<file path="src/rtl/guess_round_ctrl.sv">
// Bulls and Cows round sequencer: digit entry, check strobe, result wait, win/lose.
// Optional build macro DUP_REJECT_EN refuses a digit already present in the guess.
module guess_round_ctrl #(
   parameter int unsigned MAX_TRIES  = 10,
   parameter int unsigned RESULT_TMO = 15
) (
   input  logic        clk,
   input  logic        rst,
   input  logic        digit_valid,
   input  logic [3:0]  digit,
   input  logic        clear,
   input  logic        score_valid,
   input  logic [3:0]  strike,
   input  logic [3:0]  ball,
   output logic [15:0] guess,
   output logic        check_en,
   output logic [2:0]  entry_cnt,
   output logic [3:0]  attempts,
   output logic [3:0]  last_strike,
   output logic [3:0]  last_ball,
   output logic        busy,
   output logic        reject,
   output logic        win,
   output logic        lose
);

   localparam int unsigned TW = $clog2(RESULT_TMO + 1);

   typedef enum logic [2:0] {
      S_ENTRY,
      S_CHECK,
      S_WAIT,
      S_WON,
      S_LOST
   } state_t;

   state_t         state, state_d;
   logic [15:0]    guess_d;
   logic [2:0]     entry_d;
   logic [3:0]     att_d;
   logic [3:0]     ls_d;
   logic [3:0]     lb_d;
   logic [TW-1:0]  tmo_cnt, tmo_d;
   logic           rej_d;
   logic           dup_hit;

`ifdef DUP_REJECT_EN
   // Empty slots hold 4'hF, which never equals an accepted digit, so all slots can be compared.
   assign dup_hit = (guess[15:12] == digit) || (guess[11:8] == digit) ||
                    (guess[7:4]   == digit) || (guess[3:0]  == digit);
`else
   assign dup_hit = 1'b0;
`endif

   always_comb begin
      state_d = state;
      guess_d = guess;
      entry_d = entry_cnt;
      att_d   = attempts;
      ls_d    = last_strike;
      lb_d    = last_ball;
      tmo_d   = tmo_cnt;
      rej_d   = 1'b0;
      case (state)
         S_ENTRY: begin
            if (clear) begin
               guess_d = '1;
               entry_d = '0;
            end else if (digit_valid) begin
               if (digit > 4'd9 || dup_hit) begin
                  rej_d = 1'b1;
               end else begin
                  case (entry_cnt[1:0])
                     2'd0:    guess_d[15:12] = digit;
                     2'd1:    guess_d[11:8]  = digit;
                     2'd2:    guess_d[7:4]   = digit;
                     default: guess_d[3:0]   = digit;
                  endcase
                  entry_d = entry_cnt + 3'd1;
                  if (entry_cnt == 3'd3) state_d = S_CHECK;
               end
            end
         end
         S_CHECK: begin
            state_d = S_WAIT;
            tmo_d   = '0;
         end
         S_WAIT: begin
            if (clear) begin
               state_d = S_ENTRY;
               guess_d = '1;
               entry_d = '0;
            end else if (score_valid) begin
               ls_d  = strike;
               lb_d  = ball;
               att_d = attempts + 4'd1;
               if (strike == 4'd4) begin
                  state_d = S_WON;
               end else if (att_d == 4'(MAX_TRIES)) begin
                  state_d = S_LOST;
               end else begin
                  state_d = S_ENTRY;
                  guess_d = '1;
                  entry_d = '0;
               end
            end else if (tmo_cnt == TW'(RESULT_TMO - 1)) begin
               rej_d   = 1'b1;
               state_d = S_ENTRY;
               guess_d = '1;
               entry_d = '0;
            end else begin
               tmo_d = tmo_cnt + TW'(1);
            end
         end
         S_WON, S_LOST: begin
            if (clear) begin
               state_d = S_ENTRY;
               att_d   = '0;
               guess_d = '1;
               entry_d = '0;
            end
         end
         default: state_d = S_ENTRY;
      endcase
   end

   // check_en follows the CHECK cycle itself; win/lose/busy follow the next state.
   always_ff @(posedge clk) begin
      if (rst) begin
         state       <= S_ENTRY;
         guess       <= '1;
         entry_cnt   <= '0;
         attempts    <= '0;
         last_strike <= '0;
         last_ball   <= '0;
         tmo_cnt     <= '0;
         check_en    <= 1'b0;
         busy        <= 1'b0;
         reject      <= 1'b0;
         win         <= 1'b0;
         lose        <= 1'b0;
      end else begin
         state       <= state_d;
         guess       <= guess_d;
         entry_cnt   <= entry_d;
         attempts    <= att_d;
         last_strike <= ls_d;
         last_ball   <= lb_d;
         tmo_cnt     <= tmo_d;
         check_en    <= (state == S_CHECK);
         busy        <= (state_d == S_CHECK) || (state_d == S_WAIT);
         reject      <= rej_d;
         win         <= (state_d == S_WON);
         lose        <= (state_d == S_LOST);
      end
   end

endmodule

</file>
<file path="config.mk">
export PLATFORM = sky130hd
export DESIGN_NAME = guess_round_ctrl
export DESIGN_NICKNAME = d
export VERILOG_FILES = /design/src/rtl/guess_round_ctrl.sv
export SDC_FILE = /design/constraint.sdc
export NUM_CORES = 1
export LEC_CHECK = 0
export BUFFER_PORTS_ARGS = -buffer_cell sky130_fd_sc_hd__buf_2
export CAP_MARGIN = 20
export CORE_ASPECT_RATIO = 0.5
export CORE_MARGIN = 4
export CORE_UTILIZATION = 40
export DETAILED_ROUTE_END_ITERATION = 7
export GPL_TIMING_DRIVEN = 0
export HOLD_SLACK_MARGIN = 0.03
export PLACE_DENSITY = 0.73
export SLEW_MARGIN = 20
export SYNTH_ARGS = -nofsm -noshare
export SYNTH_HDL_FRONTEND = slang
export SYNTH_SLANG_ARGS = --single-unit
</file>
<file path="constraint.sdc">
create_clock -name clk -period 3.3 [get_ports clk]
set_input_delay 0.495 -clock clk [delete_from_list [all_inputs] [get_ports clk]]
set_output_delay 0.495 -clock clk [all_outputs]
set_load 0.005 [all_outputs]
</file>
* After elaboration in Yosys (flattened, before gate mapping)
Cells that the tools add are included.
** Storage, ports and cells
- Register bits :: 43
- Word-level logic and storage cells :: 114
- Input port bits :: 17
** Operators by class
- $lt $le $gt $ge :: 1
- Add/sub/neg operators :: 3
- Equality and inequality tests :: 28
- Muxes and demuxes :: 50
- Bitwise operators :: 1
- Reductions and logical operators :: 16
** Operators with widths (count)
- 16-bit 2-to-1 mux :: 9
- 3-bit 2-to-1 mux :: 19
- 16-bit case mux with 3 select lines :: 1
- 4-bit 2-to-1 mux :: 10
- 8-bit AND reduction :: 4
- 4-bit case mux with 2 select lines :: 2
- 3-bit by 2-bit equality test with 1-bit output, second input constant :: 5
- 4-bit != test, second input constant :: 3
- 3-bit case mux with 4 select lines :: 1
- 2-bit != test, second input constant :: 5
- 3-bit by 2-bit != test with 1-bit output, second input constant :: 3
- 3-bit != test, second input constant :: 3
- 3-bit case mux with 3 select lines :: 1
- 4-bit by 1-bit adder with 4-bit output, second input constant :: 2
- 4-bit equality test, second input constant :: 2
- 4-bit AND reduction :: 2
- 7-bit AND reduction :: 1
- 3-bit by 1-bit equality test with 1-bit output, second input constant :: 2
- 3-bit equality test, second input constant :: 2
- 1-bit 2-to-1 mux :: 6
- 4-bit by 3-bit equality test with 1-bit output, second input constant :: 1
- 4-bit greater-than comparator, second input constant :: 1
- 2-bit nonzero test :: 2
- 3-bit by 1-bit adder with 3-bit output, second input constant :: 1
- 11 further kinds :: 11

* Depth between registers and ports, before layout
- Depth in word-level cells :: 9
- Depth in mapped cells :: 8

* Least setup slack after synthesis
No wires, ideal clock.
- Path kind :: register to register
- From :: register attempts[1]
- To :: register guess[4]
- Period minus slack after synthesis :: 1.881 ns
- Path slack :: 1.419 ns
- Stages on the path, launching flop included :: 9
- Arrival :: 1.755 ns
- Cells stage by stage :: dfxtp_1 > inv_1 > ha_1 > nand3_1 > a21oi_2 > o31a_4 > or3_1 > buf_4 > mux2i_1
** Between the ends
- Word-level cells in the longest chain between the ends :: 4
** RTL lines
- start: declaration :: RTL line 18 : output logic [3:0] attempts,
- start signal: assignment :: RTL line 146 : attempts <= att_d;
- 4-bit by 1-bit adder with 4-bit output :: RTL line 96 : att_d = attempts + 4'd1;
- 4-bit equality test :: RTL line 99 : end else if (att_d == 4'(MAX_TRIES)) begin
- 4-bit != test (no line)
- 8-bit AND reduction (no line)
- end signal: assignment :: RTL line 144 : guess <= guess_d;
- end: declaration :: RTL line 15 : output logic [15:0] guess,
No other way between the ends.
A chain may end at the register's enable or synchronous reset.

* Final worst setup path
- From :: register attempts[1]
- To :: register guess[7]
The elaborated chain is that of the path after synthesis.

==> results.ini <==
[die]
floorplan.die_area_sq_um = 6600
ioPinCount = 53
die_y_um = 59.5
floorplan.core_area_sq_um = 5020
core.rowCount = 18
initial_utilization_pct = 42.2
die_w_um = 111

[setup_path]
timing.critical_path.required_ns = 3.48
crit_path_start_kind = flop
timing_worst_setup_path_type = flop to flop
critical_path.endpoint_type = flop
worstPathArrival_ns = 2.22
critPathMaxFanout = 8

[sta]
slew_violations = 0
period_share_pct = 61.9
achievable-frequency_mhz = 489
setup-tns-final_ns = 0
fin_worst_skew_ns = 0.0109
post-route-min-period_ns = 2.04
final_hold_viol_count = 0
rsz0062_at_grt = no
slew-limit-headroom_pct = 59.2
final-setup-viol-count = 0
tightestPinTransition_ns = 0.604

[logic_synthesis]
synth-main-ff-cell = sky130_fd_sc_hd__dfxtp_1
ys_types = 51
synth.ff_latch_count = 43
yosysSeqAreaShare_pct = 40.6
asyncSetResetFlopFracSynth_pct = 0
synthesis.instances = 235
syn_nets = 262
ys.warnings.count = 0
synth_area_sq_um = 2120
syn_area_per_cell_sq_um = 9.02
synth_edf_count = 0

[clock_network]
tritoncts = done
cts.sink_count = 43
numCtsBuffers = 5
clock_tree.root_cell = sky130_fd_sc_hd__clkbuf_8
clock_tree.buffer_depth = 2
htree_levels = 2
clock_insertion_delay_worst_skew_ns = 0.31
cts_hold_buffers = 0
clkSlewWorstSetupHoldPaths_ns = 0.08
cts.repair.resized = 0
post-cts-setup-buffer-count = 0

[pwr]
cellLeakagePower_uw = 0.00105
vdd.ir_drop.worst_uv = 169
total_power_uw = 956
powerDensity_nw_per_um2 = 375

[place]
detailedPlacementHpwl_um = 3610
number_of_input_and_output_port_buffers_inserted = 51
gpl.final_weighted_congestion = 0.893

[drt]
post_drt_wl_per_cell_um = 13.5
num_vias = 1878
post_drt_via_cell_ratio = 5.16
first_iter_violations = 75
drt_pass1_iterations = 4
final_antenna_net_count = 0
drt_drc_violations_left = 0
routed_wirelength_um = 4900

[final_layout]
fraction_of_layout_cells_with_a_size_suffix_above_1_pct = 27.9
finish.net_count = 320
diodes = 0
flow.area_growth_from_synthesis_pct = 20.2

[grt]
maximum_number_of_pins_on_one_net_before_global_route_repair = 14
wire_length_of_the_first_global_routing_pass_um = 7960
grt_antenna_before_repair = 0
grt_pass1_vias = 1745
globalRouteTotalUtil_pct = 15.0
overflow = 0

[status]
status = finished clean

[hold_path]
min_path_type = input pin to flop

[flow_run]
timing.max_cap.violations = 0

[area by class of cell]
cell class | count | area, sq um
fillers | 485 | 2470
multi-input cells | 173 | 1170
flip-flops and latches | 43 | 861
repair buffers | 51 | 255
well taps | 70 | 87.6
clock buffers | 6 | 72.6
plain buffers | 12 | 66.3
inverters | 7 | 26.3
clock inverters | 2 | 12.5
[flip-flops by register name, summed over array words and instances (netlist names)]
| name | cells |
|---|---|
| guess | 16 |
| attempts | 4 |
| last_ball | 4 |
| last_strike | 4 |
| tmo_cnt | 4 |
| entry_cnt | 3 |
| state | 3 |
| busy | 1 |
| check_en | 1 |
| lose | 1 |
| reject | 1 |
| win | 1 |
[worst max-delay path, stage by stage (launching register included)]
cell	delay (ns)
sky130_fd_sc_hd__dfxtp_1	0.45
sky130_fd_sc_hd__inv_1	0.07
sky130_fd_sc_hd__ha_1	0.20
sky130_fd_sc_hd__nand3_1	0.11
sky130_fd_sc_hd__a21oi_2	0.04
sky130_fd_sc_hd__o31a_4	0.38
sky130_fd_sc_hd__or3_1	0.39
sky130_fd_sc_hd__buf_4	0.17
sky130_fd_sc_hd__mux2i_1	0.11
[layout by cell type, fill, tap and decap left out, drive strengths merged, types with 2 or more instances in the layout]
master and n:
a21bo 2, a21o 2, mux2i 16, nand3 4
a211oi 2, nand2 20, or2 2, and3b 2
or4 2, o31ai 3, a21oi 20, dfxtp 43
clkbuf 13, nor3 9, inv 7, nor2 36
nor4 3, or3 2, nand3b 3, buf 56
nor3b 5, xnor2 2, o21ai 10, nor2b 3
o211ai 2, ha 10
[power by group]
part / internal (uW) / leakage (uW) / switching (uW)
clock: 148 / 0.0000412 / 182
sequential: 529 / 0.000349 / 6.92
combinational: 39.5 / 0.000663 / 50.6
[kinds of logic (layout without fill, tap and decap cells)]
logic type | after synthesis | in the layout | synth area share [%]
xor gates and xnor gates | 2 | 2 | 0.827
buffers and inverters | 19 | 78 | 4.37
and+or+nand+nor | 97 | 97 | 24.6
adders and majority gates | 10 | 10 | 5.90
muxes | 17 | 17 | 8.09
AOI/OAI and AO/OA | 47 | 47 | 15.6
DFF | 43 | 43 | 40.6
[stage by stage]
step	area [sq um]	setup slack, ns	cells	utilization [%]	hold slack [ns]
2_1_floorplan	2120	1.42	235	-	0.453
3_3_place_gp	2460	1.19	356	49.0	0.439
3_5_place_dp	2460	1.16	356	49.0	0.444
4_1_cts	2550	1.24	364	50.7	0.423
5_1_grt	2550	1.13	364	50.7	0.431
6_report	2550	1.26	364	50.7	0.432
[final timing paths]
kind	from	endpoint	slack, ns	cells after the start
max reg2reg	attempts[1]$_SDFFE_PP0P_	guess[7]$_SDFFE_PP1P_	1.26	8
max	attempts[1]$_SDFFE_PP0P_	guess[7]$_SDFFE_PP1P_	1.26	8
min reg2reg	last_strike[1]$_SDFFE_PP0P_	last_strike[1]$_SDFFE_PP0P_	0.45	2
min	strike[2]	last_strike[2]$_SDFFE_PP0P_	0.43	3
[synth_stat cells (all sizes together), types with 5 or more instances]
cell type | count | area share [%]
dfxtp | 43 | 41
nor2 | 36 | 6.4
a21oi | 20 | 5.1
nand2 | 20 | 3.7
mux2i | 16 | 7.6
ha | 10 | 5.9
o21ai | 10 | 2.4
nor3 | 9 | 2.8
clkbuf | 7 | 1.2
inv | 7 | 1.2
buf | 5 | 1.9
nor3b | 5 | 2.0
[metal layers]
metal / vias to the layer above / wire [um] / part of all wire (%) / global-route usage (%)
li1: 939 / - / - / -
met1: 866 / 2400 / 49 / 18.8
met2: 60 / 2100 / 43 / 24.1
met3: 13 / 315 / 6.4 / 4.79
met4: 0 / 86 / 1.8 / 6.67
met5: - / 0 / 0 / 0
No activity file was read; power rests on OpenSTA's default activity.
